<file path="src/rtl/acc_requant_drain_pkg.sv">
// Shared defaults, FSM state type and saturation bounds for the accumulator requant/drain stage.
package acc_requant_drain_pkg;

  localparam int DEF_W       = 8;
  localparam int DEF_ACC_W   = 16;
  localparam int DEF_N_MACS  = 4;
  localparam int DEF_SHIFT_W = 4;

  function automatic int sat_max(input int w);
    return (2 ** (w - 1)) - 1;
  endfunction

  function automatic int sat_min(input int w);
    return -(2 ** (w - 1));
  endfunction

  localparam int SAT_MAX = sat_max(DEF_W);
  localparam int SAT_MIN = sat_min(DEF_W);

  typedef enum logic [1:0] {
    ST_IDLE    = 2'd0,
    ST_COLLECT = 2'd1,
    ST_DRAIN   = 2'd2,
    ST_DONE    = 2'd3
  } state_t;

endpackage

</file>
<file path="src/rtl/acc_requant_drain_requant.sv">
// Combinational round-half-up shift, optional ReLU and saturation of one accumulator value.
module acc_requant_drain_requant
  import acc_requant_drain_pkg::*;
#(
  parameter int W       = DEF_W,
  parameter int ACC_W   = DEF_ACC_W,
  parameter int SHIFT_W = DEF_SHIFT_W,
  parameter int Q_MAX   = SAT_MAX,
  parameter int Q_MIN   = SAT_MIN
) (
  input  logic signed [ACC_W-1:0]   i_acc,
  input  logic        [SHIFT_W-1:0] i_shift,
  input  logic                      i_relu_en,
  output logic signed [W-1:0]       o_q,
  output logic                      o_sat
);

  localparam logic signed [ACC_W:0] L_MAX = (ACC_W + 1)'(Q_MAX);
  localparam logic signed [ACC_W:0] L_MIN = (ACC_W + 1)'(Q_MIN);

  // One extra bit keeps the rounding add from overflowing at the top of the range.
  logic signed [ACC_W:0] w_ext;
  logic signed [ACC_W:0] w_half;
  logic signed [ACC_W:0] w_rnd;
  logic signed [ACC_W:0] w_shr;
  logic signed [ACC_W:0] w_rl;
  logic                  w_hi;
  logic                  w_lo;

  assign w_ext  = {i_acc[ACC_W-1], i_acc};
  assign w_half = (ACC_W + 1)'(1) << (i_shift - SHIFT_W'(1));
  assign w_rnd  = (i_shift == '0) ? w_ext : (w_ext + w_half);
  assign w_shr  = w_rnd >>> i_shift;
  assign w_rl   = (i_relu_en && (w_shr < 0)) ? '0 : w_shr;
  assign w_hi   = (w_rl > L_MAX);
  assign w_lo   = (w_rl < L_MIN);

  assign o_sat = w_hi | w_lo;
  assign o_q   = w_hi ? W'(L_MAX) : (w_lo ? W'(L_MIN) : w_rl[W-1:0]);

endmodule

</file>
<file path="src/rtl/acc_requant_drain.sv">
// Captures per-lane accumulator results, requantises them and streams one lane per beat.
//
// state      | meaning
// ST_IDLE    | waiting for the first lane valid of a frame
// ST_COLLECT | capturing lanes until every lane has been seen once
// ST_DRAIN   | loading and handing out requantised lanes 0..N_MACS-1
// ST_DONE    | one-cycle done pulse, then back to idle
module acc_requant_drain
  import acc_requant_drain_pkg::*;
#(
  parameter int W       = DEF_W,
  parameter int ACC_W   = DEF_ACC_W,
  parameter int N_MACS  = DEF_N_MACS,
  parameter int SHIFT_W = DEF_SHIFT_W,
  parameter int LW      = $clog2(N_MACS)
) (
  input  logic                      clk,
  input  logic                      rst,
  input  logic                      clear,
  input  logic [N_MACS*ACC_W-1:0]   acc_in,
  input  logic [N_MACS-1:0]         acc_valid,
  input  logic [SHIFT_W-1:0]        shift,
  input  logic                      relu_en,
  output logic [W-1:0]              out_data,
  output logic [LW-1:0]             out_lane,
  output logic                      out_valid,
  input  logic                      out_ready,
  output logic                      done,
  output logic                      busy,
  output logic [7:0]                sat_count
);

  localparam logic [LW-1:0] LAST_LANE = LW'(N_MACS - 1);

  state_t             r_state;
  logic [N_MACS-1:0]  r_mask;
  logic [ACC_W-1:0]   r_lane [N_MACS];
  logic [SHIFT_W-1:0] r_shift;
  logic               r_relu;
  logic [W-1:0]       r_out_data;
  logic [LW-1:0]      r_out_lane;
  logic               r_out_valid;
  logic               r_done;
  logic               r_busy;
  logic [7:0]         r_sat_count;

  logic [N_MACS-1:0]  w_mask_next;
  logic [LW-1:0]      w_next_idx;
  logic signed [W-1:0] w_q;
  logic               w_sat;

  assign w_mask_next = r_mask | acc_valid;
  // Before the first beat the register is empty, so the lane to load is 0.
  assign w_next_idx  = r_out_valid ? (r_out_lane + LW'(1)) : '0;

  acc_requant_drain_requant #(
    .W       (W),
    .ACC_W   (ACC_W),
    .SHIFT_W (SHIFT_W),
    .Q_MAX   (sat_max(W)),
    .Q_MIN   (sat_min(W))
  ) u_requant (
    .i_acc     (r_lane[w_next_idx]),
    .i_shift   (r_shift),
    .i_relu_en (r_relu),
    .o_q       (w_q),
    .o_sat     (w_sat)
  );

  always_ff @(posedge clk) begin
    if (rst || clear) begin
      r_state     <= ST_IDLE;
      r_mask      <= '0;
      r_shift     <= '0;
      r_relu      <= 1'b0;
      r_out_data  <= '0;
      r_out_lane  <= '0;
      r_out_valid <= 1'b0;
      r_done      <= 1'b0;
      r_busy      <= 1'b0;
      r_sat_count <= '0;
      for (int i = 0; i < N_MACS; i++) r_lane[i] <= '0;
    end else begin
      r_done <= 1'b0;
      case (r_state)
        ST_IDLE, ST_COLLECT: begin
          for (int i = 0; i < N_MACS; i++) begin
            if (acc_valid[i] && !r_mask[i]) r_lane[i] <= acc_in[i*ACC_W +: ACC_W];
          end
          r_mask <= w_mask_next;
          if (r_state == ST_IDLE && (|acc_valid)) begin
            r_shift <= shift;
            r_relu  <= relu_en;
            r_busy  <= 1'b1;
          end
          if (&w_mask_next)    r_state <= ST_DRAIN;
          else if (|acc_valid) r_state <= ST_COLLECT;
        end
        ST_DRAIN: begin
          if (r_out_valid && out_ready && (r_out_lane == LAST_LANE)) begin
            r_out_valid <= 1'b0;
            r_done      <= 1'b1;
            r_state     <= ST_DONE;
          end else if (!r_out_valid || out_ready) begin
            r_out_data  <= w_q;
            r_out_lane  <= w_next_idx;
            r_out_valid <= 1'b1;
            if (w_sat && (r_sat_count != 8'hFF)) r_sat_count <= r_sat_count + 8'd1;
          end
        end
        ST_DONE: begin
          r_mask  <= '0;
          r_busy  <= 1'b0;
          r_state <= ST_IDLE;
        end
        default: r_state <= ST_IDLE;
      endcase
    end
  end

  assign out_data  = r_out_data;
  assign out_lane  = r_out_lane;
  assign out_valid = r_out_valid;
  assign done      = r_done;
  assign busy      = r_busy;
  assign sat_count = r_sat_count;

endmodule
</file>
<file path="config.mk">
export PLATFORM = sky130hd
export DESIGN_NAME = acc_requant_drain
export DESIGN_NICKNAME = d
export VERILOG_FILES = /design/src/rtl/acc_requant_drain_pkg.sv /design/src/rtl/acc_requant_drain_requant.sv /design/src/rtl/acc_requant_drain.sv
export SDC_FILE = /design/constraint.sdc
export NUM_CORES = 1
export LEC_CHECK = 0
export ABC_AREA = 1
export CAP_MARGIN = 10
export CORE_MARGIN = 2
export CORE_UTILIZATION = 35
export CTS_BUF_LIST = sky130_fd_sc_hd__clkbuf_4
export CTS_CLUSTER_SIZE = 10
export DETAILED_ROUTE_END_ITERATION = 8
export PLACE_DENSITY = 0.59
export SLEW_MARGIN = 10
export SYNTH_ARGS = -nofsm -noshare
export SYNTH_HDL_FRONTEND = slang
export SYNTH_SLANG_ARGS = --single-unit
</file>
<file path="constraint.sdc">
create_clock -name clk -period 5.78 [get_ports clk]
set_input_delay 0.578 -clock clk [delete_from_list [all_inputs] [get_ports clk]]
set_output_delay 0.578 -clock clk [all_outputs]
set_load 0.01 [all_outputs]
</file>
==> reports/results.tsv, run 1 <==
stage	metric	value	unit
place	Placed Area	7590	um^2
synth	xor and xnor area share after synthesis	0.0177	
synth	syn_area_per_cell	7.00	um^2
drt	post-route ant nets	0	
grt	total grt overflow	0	
grt	largest net degree at the start of global routing	28	
floorplanning	Die H	139	um
clocking	CTS sink count	96	
job	max-cap check violation count	0	
timing	fmax	0.229	GHz
critical_path	Reg2Reg Setup Slack	1420	ps
pwr	Peak VDD IR	91.8	uV
synth	largest family of logic cells by synthesized area	simple AND/OR/NAND/NOR gates	
floorplanning	row count	49	
synth	yosys warns	0	
synth	register area share after synthesis	0.399	
drt	Vias per Instance	4.82	
critical_path	worst-case reg-to-reg path depth	28	
critical_path	WP data arrival	4750	ps
synth	synthesized-area fraction occupied by adder cells	0.0382	
synth	post-synthesis mux area share	0.00156	
clocking	TritonCTS clock tree	done	
drt	wl on met1	8.23	mm
synth	Cell variety after synth	46	
layout	share of layout cells above drive strength 1	0.0467	
grt	initial antenna violation count	1	
floorplanning	core area	18000	um^2
critical_path	R2R Path Start	out_lane[0]$_SDFFE_PP0P_	
synth	fraction of registers with async set/reset	0	
clocking	CTS root buf	clkbuf_4	
critical_path	slowest stage delay, CP	380	ps
clocking	worst skew pair latency	450	ps
synth	Post-synth EDFFs	64	
critical_path	worst-path maximum fanout	17	
synth	count leader, synth	nand2_1	
critical_path	cell repeated most along the worst path	nand2_1	
timing	slew of the pin with the lowest slew margin	832	ps
timing	Worst slew margin	0.443	
min_path	Hold Crit Start	busy$_SDFFE_PP0P_	
drt	first drt pass iteration count	6	
grt	global-route wire length before repair	28.8	mm
synth	Simple-Gate Fraction of Synth Area	0.324	
critical_path	crit start category	register	
pwr	pwr/cell area	189	nW/um^2
critical_path	Reg2Reg Capture Point	sat_count[4]$_SDFFE_PP0P_	
min_path	Hold WC Path Type	register to register	
floorplanning	Die W	139	um
drt	DRC Markers	0	
grt	total track usage	0.180	
synth	Mapped Cells	918	
synth	Post-Syn Area	6420	um^2
place	GPL Wtd Cong	0.936	
clocking	H-tree depth	3	
synth	synth cell count leaders	200 x nand2_1, 154 x nor2_1, 138 x inv_1	
drt	WL met2	7.94	mm
grt	vias in the first global route	5899	
clocking	Longest Clk Path Bufs	2	
synth	#FFs+latches synth	96	
layout	final net count	1098	
timing	final setup violation count	0	
clocking	total CTS buffers	9	
timing	Tcrit/Tclk final	0.755	
timing	Total Neg Setup Slack	0	ps
floorplanning	total I/O pin count	98	
drt	routed wire length	17.3	mm
critical_path	Critical Path End Type	register	
clocking	clock-pin slew on the worst setup and hold paths	150	ps
floorplanning	die area	19500	um^2
critical_path	critical path required time	6170	ps
critical_path	Slowest cell on crit path	dfxtp_1	
min_path	worst hold endpoint	busy$_SDFFE_PP0P_	
layout	fillers	1848	
critical_path	critical path type	register to register	
floorplanning	Initial Utilization	0.358	
synth	post-synth top area share	0.299	
synth	Synth Flop Type	edfxtp_1	
place	Final HPWL DP	13.6	mm
synth	Synth area leaders	edfxtp_1 30%, nand2_1 12%, dfxtp_1 10%	
timing	fin. max-slew vios	0	
drt	WL/cell	13.9	um
drt	met3 wire length	693	um
run_status	status	finished, final reports clean	
place	input/output buffers	97	
timing	fin crit period	4360	ps
synth	Yosys top cell by area	edfxtp_1	
timing	Fin. Hold Viols	0	
drt	Top Metal Used	met4	
pwr	Lkg Pwr	0.00361	uW
synth	Synth Area in Compound Gates	0.110	
layout	Area Overhead vs Synth	19.9	%
drt	via count	5966	
synth	Post-Syn Nets	1014	
drt	Iter 0 DRT Violations	425	
clocking	Hold-fix buffers, CTS	0	
min_path	cell count of the worst hold path	2	
timing	Worst Clk Skew	25.2	ps
clocking	post-CTS resize count	0	
clocking	Post-CTS Setup Bufs	0	
layout	Post-Layout Inst Area	7700	um^2
timing	RSZ-0062 raised after global routing	false	
[cell families after synthesis]
family | after synthesis
mux | 1
compound gates | 120
buf+inv | 177
fa+ha+maj | 19
simple gates | 492
flops | 96
xor+xnor | 13
[critical path, delay by kind of cell (launching register included)]
family | cells | cell delay (ps)
simple gates | 20 | 2240
buf+inv | 3 | 660
compound gates | 4 | 640
flops | 1 | 380
fa+ha+maj | 1 | 360
[report_power, final]
| group | switching, uW | leakage, uW | internal (uW) |
|---|---|---|---|
| clock | 225 | 0.0000540 | 87.5 |
| combinational | 214 | 0.00256 | 142 |
| sequential | 18.0 | 0.000996 | 767 |
| total | 457 | 0.00361 | 996 |
[state kept, by name, summed over array words and instances, names as in the netlist]
name / cells
r_shift: 4
busy: 1
r_state: 2
r_relu: 1
out_data: 8
out_valid: 1
r_mask: 4
done: 1
r_lane: 64
sat_count: 8
out_lane: 2
[metal layers]
| metal | track usage | vias to the layer above |
|---|---|---|
| li1 | - | 3143 |
| met1 | 0.244 | 2630 |
| met2 | 0.295 | 162 |
| met3 | 0.0262 | 31 |
| met4 | 0.0643 | 0 |
| met5 | 0 | - |
[layout make-up]
cell class | count | area, um^2 | area share
Sequential cell | 96 | 2560 | 0.333
Timing Repair Buffer | 107 | 1050 | 0.136
Multi-Input combinational cell | 645 | 3160 | 0.410
Antenna cell | 1 | 2.50 | 0.000325
Tap cell | 229 | 287 | 0.0372
Inverter | 143 | 537 | 0.0697
Clock inverter | 7 | 45.0 | 0.00585
Clock buffer | 9 | 67.6 | 0.00877
[stage by stage]
step                      total power, uW  hold WS (ps)  cells  setup WS, ps  utilization
after floorplan                      1030           456    918          1920            -
after global placement               1160           457   1220          1410        0.422
after detailed placement             1150           462   1220          1450        0.422
after CTS                            1460           498   1236          1410        0.429
after global routing                 1550           548   1237           891        0.429
final                                1450           494   1237          1420        0.429
[placed cells by master, fill, tap and decap left out, types with 8 or more instances in the layout]
master           netlist  final
a21oi_1               34     34
a22oi_1                9      9
buf_4                  3     10
clkbuf_4               0      9
clkdlybuf4s50_1        0     97
dfxtp_1               32     32
edfxtp_1              64     64
ha_1                  18     18
inv_1                138    138
nand2_1              200    200
nand3_1              102    102
nor2_1               154    154
o21ai_0               42     41
o22ai_1                9      9
or2_2                  8      8
[how the worst max path moves through the flow]
stage	endpoint	slack (ps)	from	depth (start not counted)
floorplan	out_data[0]$_SDFFE_PP0P_	1920	out_lane[0]$_SDFFE_PP0P_	31
global placement	out_data[4]$_SDFFE_PP0P_	1410	out_lane[0]$_SDFFE_PP0P_	25
detailed placement	out_data[5]$_SDFFE_PP0P_	1450	out_lane[0]$_SDFFE_PP0P_	25
CTS	out_data[5]$_SDFFE_PP0P_	1410	out_lane[0]$_SDFFE_PP0P_	25
global route	out_data[5]$_SDFFE_PP0P_	890	out_lane[0]$_SDFFE_PP0P_	27
finish	sat_count[4]$_SDFFE_PP0P_	1420	out_lane[0]$_SDFFE_PP0P_	28
Note: power is estimated with default switching activity, not from simulation.
==> run 2, diff against run 1 <==
--- a/config.mk
+++ b/config.mk
@@ -12,7 +12,7 @@
 export CTS_BUF_LIST = sky130_fd_sc_hd__clkbuf_4
 export CTS_CLUSTER_SIZE = 10
 export DETAILED_ROUTE_END_ITERATION = 8
-export PLACE_DENSITY = 0.59
+export PLACE_DENSITY = 0.61
 export SLEW_MARGIN = 10
 export SYNTH_ARGS = -nofsm -noshare
 export SYNTH_HDL_FRONTEND = slang
==> constraint.sdc (replaced) <==
create_clock -name clk -period 3.6 [get_ports clk]
set_input_delay 0.36 -clock clk [delete_from_list [all_inputs] [get_ports clk]]
set_output_delay 0.36 -clock clk [all_outputs]
set_load 0.01 [all_outputs]
==> run 2 against run 1 <==
Net effect: the run now ends with setup timing left; final cell count grew 8.8%; combinational power grew 140%; register-to-register slack lost 1600 ps; count of clock-buffer cells in the layout grew 1; first-iteration DRC count shrank 12%; global-route usage grew 0.93 points; sequential power grew 59%; critical path type unchanged; largest power group unchanged; highest routed layer unchanged.
==> reports/results.tsv, run 2 (synthesized netlist as in run 1, its figures left out) <==
stage	metric	value	unit
pwr	pwr/cell area	278	nW/um^2
floorplanning	row count	49	
critical_path	Slowest cell on crit path	dfxtp_4	
critical_path	worst setup path endpoint	sat_count[2]$_SDFFE_PP0P_	
place	Placed Area	8210	um^2
timing	fmax	0.264	GHz
drt	routed wire length	19.1	mm
layout	Multi-input gate area	4070	um^2
run_status	failing checks	setup timing	
layout	register name with the most flops	r_lane	
drt	Vias per Instance	4.89	
timing	Fin. Hold Viols	0	
layout	most common cell after layout, fill and taps aside	nand2_1	
min_path	Hold WC Path Type	register to register	
drt	WL/cell	14.2	um
grt	global-route wire length before repair	30.1	mm
layout	Area Overhead vs Synth	48.1	%
clocking	CTS root buf	clkbuf_4	
clocking	worst skew pair latency	490	ps
drt	DRC Markers	0	
place	GPL Wtd Cong	0.921	
timing	WHS	486	ps
critical_path	R2R Path Start	out_lane[0]$_SDFFE_PP0P_	
clocking	Longest Clk Path Bufs	2	
grt	initial antenna violation count	1	
floorplanning	Initial Utilization	0.358	
pwr	Peak VDD IR	154	uV
layout	Post-Layout Inst Area	9510	um^2
grt	largest net degree at the start of global routing	25	
place	input/output buffers	97	
timing	final setup violation count	15	
critical_path	critical path type	register to register	
timing	Tcrit/Tclk final	1.05	
run_status	status	complete, but fails checks	
timing	fin crit period	3790	ps
floorplanning	total I/O pin count	98	
critical_path	worst-case reg-to-reg path depth	31	
layout	share of layout cells above drive strength 1	0.282	
timing	RSZ-0062 raised after global routing	true	
critical_path	Reg2Reg Capture Point	sat_count[2]$_SDFFE_PP0P_	
clocking	H-tree depth	3	
layout	final net count	1207	
timing	Worst Clk Skew	26.8	ps
critical_path	slowest stage delay, CP	400	ps
timing	Worst slew margin	0.465	
drt	first drt pass iteration count	5	
place	Final HPWL DP	13.9	mm
critical_path	critical path required time	4020	ps
clocking	total CTS buffers	9	
layout	max FFs per register	64	
timing	slew of the pin with the lowest slew margin	800	ps
critical_path	cell repeated most along the worst path	nand2_2	
clocking	TritonCTS clock tree	done	
layout	FF+latch area	2570	um^2
grt	vias in the first global route	6287	
clocking	clock-pin slew on the worst setup and hold paths	150	ps
critical_path	Reg2Reg Setup Slack	-190	ps
floorplanning	Die H	139	um
critical_path	Critical Path End Type	register	
layout	fillers	1619	
timing	worst setup margin	-195	ps
drt	via count	6584	
clocking	CTS sink count	96	
pwr	Lkg Pwr	0.00435	uW
floorplanning	die area	19500	um^2
drt	post-route ant nets	0	
floorplanning	core area	18000	um^2
floorplanning	Die W	139	um
critical_path	WP data arrival	4210	ps
layout	commonest non-fill, non-tap cells in the layout	155 x nand2_1, 142 x nor2_1, 131 x inv_1	
grt	total track usage	0.190	
critical_path	Crit. Startpoint	out_lane[0]$_SDFFE_PP0P_	
critical_path	worst-path maximum fanout	7	
timing	fin. max-slew vios	0	
drt	Iter 0 DRT Violations	375	
grt	total grt overflow	0	
job	max-cap check violation count	0	
critical_path	crit start category	register	
[run 2: changes by cell type in the layout (fill, tap and decap cells not counted), sizes merged]
cell | previous run | this run
buf | 10 | 117
clkinv | 5 | 3
nand2 | 207 | 209
clkbuf | 9 | 10
clkinvlp | 3 | 4
[run 2: cell type report]
| class | instances | area share |
|---|---|---|
| multi-input combinational | 647 | 0.428 |
| sequential | 96 | 0.270 |
| timing repair buffer | 214 | 0.202 |
| inverter | 143 | 0.0572 |
| tap | 229 | 0.0301 |
| clock buffer | 10 | 0.00789 |
| clock inverter | 6 | 0.00447 |
| antenna | 1 | 0.000263 |
[run 2: worst min path at each step]
stage	start	end	slack [ps]	cells after the start
detailed placement	busy$_SDFFE_PP0P_	busy$_SDFFE_PP0P_	460	2
finish	busy$_SDFFE_PP0P_	busy$_SDFFE_PP0P_	490	2
global route	acc_in[43]	r_lane[2][11]$_SDFFCE_PN0P_	490	3
global placement	busy$_SDFFE_PP0P_	busy$_SDFFE_PP0P_	460	2
floorplan	r_relu$_SDFFE_PP0P_	r_relu$_SDFFE_PP0P_	460	2
CTS	out_ready	done$_SDFF_PP0_	460	3
[run 2: through the flow]
stage | TNS, ps | cells | setup WS (ps) | utilization | total power [uW]
CTS | -22.1 | 1334 | -7.90 | 0.499 | 2530
floorplan | 0 | 918 | 12.4 | - | 1650
global placement | -1640 | 1295 | -126 | 0.457 | 1930
finish | -2310 | 1346 | -195 | 0.530 | 2650
global route | -6120 | 1346 | -464 | 0.530 | 2790
detailed placement | -2300 | 1295 | -182 | 0.457 | 1930
[run 2: power breakdown]
part / internal [uW] / total (uW) / leakage, uW / switching, uW
sequential: 1230 / 1250 / 0.000999 / 23.0
combinational: 386 / 861 / 0.00330 / 475
clock: 151 / 534 / 0.0000555 / 383
[run 2: metal layers]
| layer | up-vias | GRT usage | part of all wire | wire, um |
|---|---|---|---|---|
| met4 | 0 | 0.0707 | 0.033 | 631 |
| met5 | - | 0 | 0 | 0 |
| met3 | 52 | 0.0306 | 0.046 | 878 |
| met1 | 2982 | 0.246 | 0.44 | 8420 |
| li1 | 3363 | - | - | - |
| met2 | 187 | 0.319 | 0.48 | 9140 |
[run 2: what timing repair did]
item	CTS	global route
cloned	4	0
gates resized for setup	102	108
buffers inserted	19	12
endpoints found under the setup margin	15	15
pin swaps	49	60
hold buffers	0	0
[run 2: worst max-delay path, delay by kind of cell (launching register included)]
family	cells	cell delay (ps)
and+or+nand+nor	22	1950
buffers and inverters	4	370
DFF	1	400
adders and majority gates	2	620
AOI/OAI and AO/OA	3	380
==> run 3, diff against run 2 <==
--- a/config.mk
+++ b/config.mk
@@ -7,7 +7,7 @@
 export LEC_CHECK = 0
 export ABC_AREA = 1
 export CAP_MARGIN = 10
-export CORE_MARGIN = 2
+export CORE_MARGIN = 5
 export CORE_UTILIZATION = 35
 export CTS_BUF_LIST = sky130_fd_sc_hd__clkbuf_4
 export CTS_CLUSTER_SIZE = 10
==> run 3 against run 2 <==
Net effect: the run still ends with setup timing left; fmax increased by 4.3%; sequential share of layout area increased by 0.64 points; non-clock buffer count decreased by 17; count of clock-buffer cells in the layout unchanged; combinational power decreased by 3.1%; worst setup slack improved by 160 ps; critical path depth decreased by 2; largest cell class unchanged; total power decreased by 1.1%; hold slack improved by 4.0 ps; first-iteration DRC count decreased by 1.3%; highest routed layer unchanged; flip-flop and latch count unchanged; clock power about the same.
==> reports/results.tsv, run 3 (synthesized netlist as in run 1, its figures left out) <==
stage	metric	value	unit
critical_path	worst-case reg-to-reg path depth	29	
clocking	H-tree depth	3	
critical_path	slowest stage delay, CP	400	ps
layout	final net count	1190	
grt	total grt overflow	0	
critical_path	Slowest cell on crit path	dfxtp_4	
clocking	Longest Clk Path Bufs	2	
pwr	pwr/cell area	282	nW/um^2
timing	fmax	0.275	GHz
critical_path	Critical Path End Type	register	
drt	via count	6491	
critical_path	WP data arrival	4000	ps
clocking	Hold-fix buffers, CTS	0	
drt	first drt pass iteration count	5	
layout	Area Overhead vs Synth	44.7	%
drt	post-route ant nets	0	
floorplanning	total I/O pin count	98	
floorplanning	row count	49	
layout	final std cells w/o fill	1329	
timing	Worst slew margin	0.503	
min_path	Hold WC Path Type	register to register	
floorplanning	die area	21200	um^2
critical_path	critical path type	register to register	
timing	fin crit period	3640	ps
grt	global-route wire length before repair	29.7	mm
min_path	cell count of the worst hold path	2	
drt	Vias per Instance	4.88	
timing	slew of the pin with the lowest slew margin	743	ps
floorplanning	Die H	145	um
clocking	clock-pin slew on the worst setup and hold paths	160	ps
critical_path	critical path required time	3960	ps
timing	Worst Clk Skew	29.6	ps
timing	worst setup margin	-37.1	ps
layout	most common cell after layout, fill and taps aside	nand2_1	
critical_path	CP Depth	29	
grt	total track usage	0.166	
floorplanning	Die W	145	um
layout	register name with the most flops	r_lane	
drt	routed wire length	18.7	mm
timing	Fin. Hold Viols	0	
critical_path	cell repeated most along the worst path	nand2_2	
pwr	Peak VDD IR	188	uV
drt	Iter 0 DRT Violations	370	
critical_path	Reg2Reg Setup Slack	-40	ps
drt	DRC Markers	0	
clocking	total CTS buffers	9	
floorplanning	Initial Utilization	0.356	
floorplanning	core area	18000	um^2
timing	final setup violation count	7	
clocking	worst skew pair latency	470	ps
timing	RSZ-0062 raised after global routing	true	
run_status	failing checks	setup timing	
timing	Tcrit/Tclk final	1.01	
place	GPL Wtd Cong	0.946	
pwr	Lkg Pwr	0.00430	uW
min_path	worst hold endpoint	busy$_SDFFE_PP0P_	
grt	initial antenna violation count	1	
critical_path	R2R Path Start	out_valid$_SDFFE_PP0P_	
clocking	TritonCTS clock tree	done	
layout	commonest non-fill, non-tap cells in the layout	141 x nand2_1, 140 x nor2_1, 130 x inv_1	
place	Final HPWL DP	14.2	mm
layout	max FFs per register	64	
place	placed insts	1291	
run_status	status	complete, but fails checks	
place	input/output buffers	97	
critical_path	Buf/Inv on CP	4	
grt	largest net degree at the start of global routing	25	
drt	WL/cell	14.0	um
critical_path	Reg2Reg Capture Point	sat_count[1]$_SDFFE_PP0P_	
min_path	Hold Crit Start	busy$_SDFFE_PP0P_	
critical_path	worst-path maximum fanout	12	
layout	share of layout cells above drive strength 1	0.273	
layout	Finished Core Util	0.516	
job	max-cap check violation count	0	
layout	fillers	1752	
critical_path	CP top delay family	simple AND/OR/NAND/NOR gates	
timing	fin. max-slew vios	0	
grt	vias in the first global route	6334	
clocking	CTS root buf	clkbuf_4	
clocking	CTS sink count	96	
critical_path	crit start category	register	
==> run 3: cell count changes in the layout (fill, tap and decap cells not counted), sizes merged <==
cell and change:
clkbuf +1, buf -18, clkinvlp -4, inv +1, clkinv +3
==> run 3: layer usage <==
layer	part of all wire	vias up	global-route usage	routed length [um]
met1	0.43	2951	0.208	8020
li1	-	3328	-	-
met3	0.047	39	0.0324	883
met5	0	-	0	0
met4	0.026	0	0.0574	476
met2	0.50	173	0.285	9270
==> run 3: repair_timing <==
item                       in CTS  in global routing
setup buffers                   5                 13
hold endpoints to repair        0                  0
gates cloned                    2                  1
resized for setup              56                147
pin swaps                      27                 80
setup endpoints to repair      15                 15
==> run 3: tightest hold or removal path, stage by stage (launching register included) <==
cell and delay (ps):
dfxtp_1 360, nor2_1 50, nor2_1 70
==> run 3: where the power goes <==
part | internal (uW) | switching [uW]
registers | 1230 | 21.7
logic | 380 | 454
clock network | 155 | 378
total | 1760 | 853
==> run 3: how the worst max path moves through the flow <==
stage	from	endpoint	slack, ps
final	out_valid$_SDFFE_PP0P_	sat_count[1]$_SDFFE_PP0P_	-40
after global routing	out_lane[0]$_SDFFE_PP0P_	sat_count[6]$_SDFFE_PP0P_	-310
after CTS	out_lane[0]$_SDFFE_PP0P_	sat_count[3]$_SDFFE_PP0P_	-100
after detailed placement	out_lane[1]$_SDFFE_PP0P_	sat_count[3]$_SDFFE_PP0P_	-260
after global placement	out_lane[0]$_SDFFE_PP0P_	out_data[5]$_SDFFE_PP0P_	-180
after floorplan	out_lane[1]$_SDFFE_PP0P_	sat_count[2]$_SDFFE_PP0P_	10
==> run 3: area by class of cell <==
type	count	area (um^2)	share of cell area
clock buffer	10	75.1	0.00808
timing repair buffer	197	1800	0.193
antenna	1	2.50	0.000269
clock inverter	6	42.5	0.00458
tap	229	287	0.0308
sequential	96	2570	0.277
multi-input combinational	647	3970	0.427
inverter	143	552	0.0594
==> run 3: stage by stage <==
stage / TNS [ps] / hold WS (ps) / worst slack, ps / power, uW / area, um^2
2_1_floorplan: 0 / 456 / 12.4 / 1650 / 6460
3_3_place_gp: -2390 / 458 / -180 / 1930 / 8180
3_5_place_dp: -3500 / 464 / -262 / 1940 / 8180
4_1_cts: -607 / 473 / -97.2 / 2500 / 8590
5_1_grt: -3990 / 469 / -310 / 2770 / 9290
6_report: -208 / 490 / -37.1 / 2620 / 9290
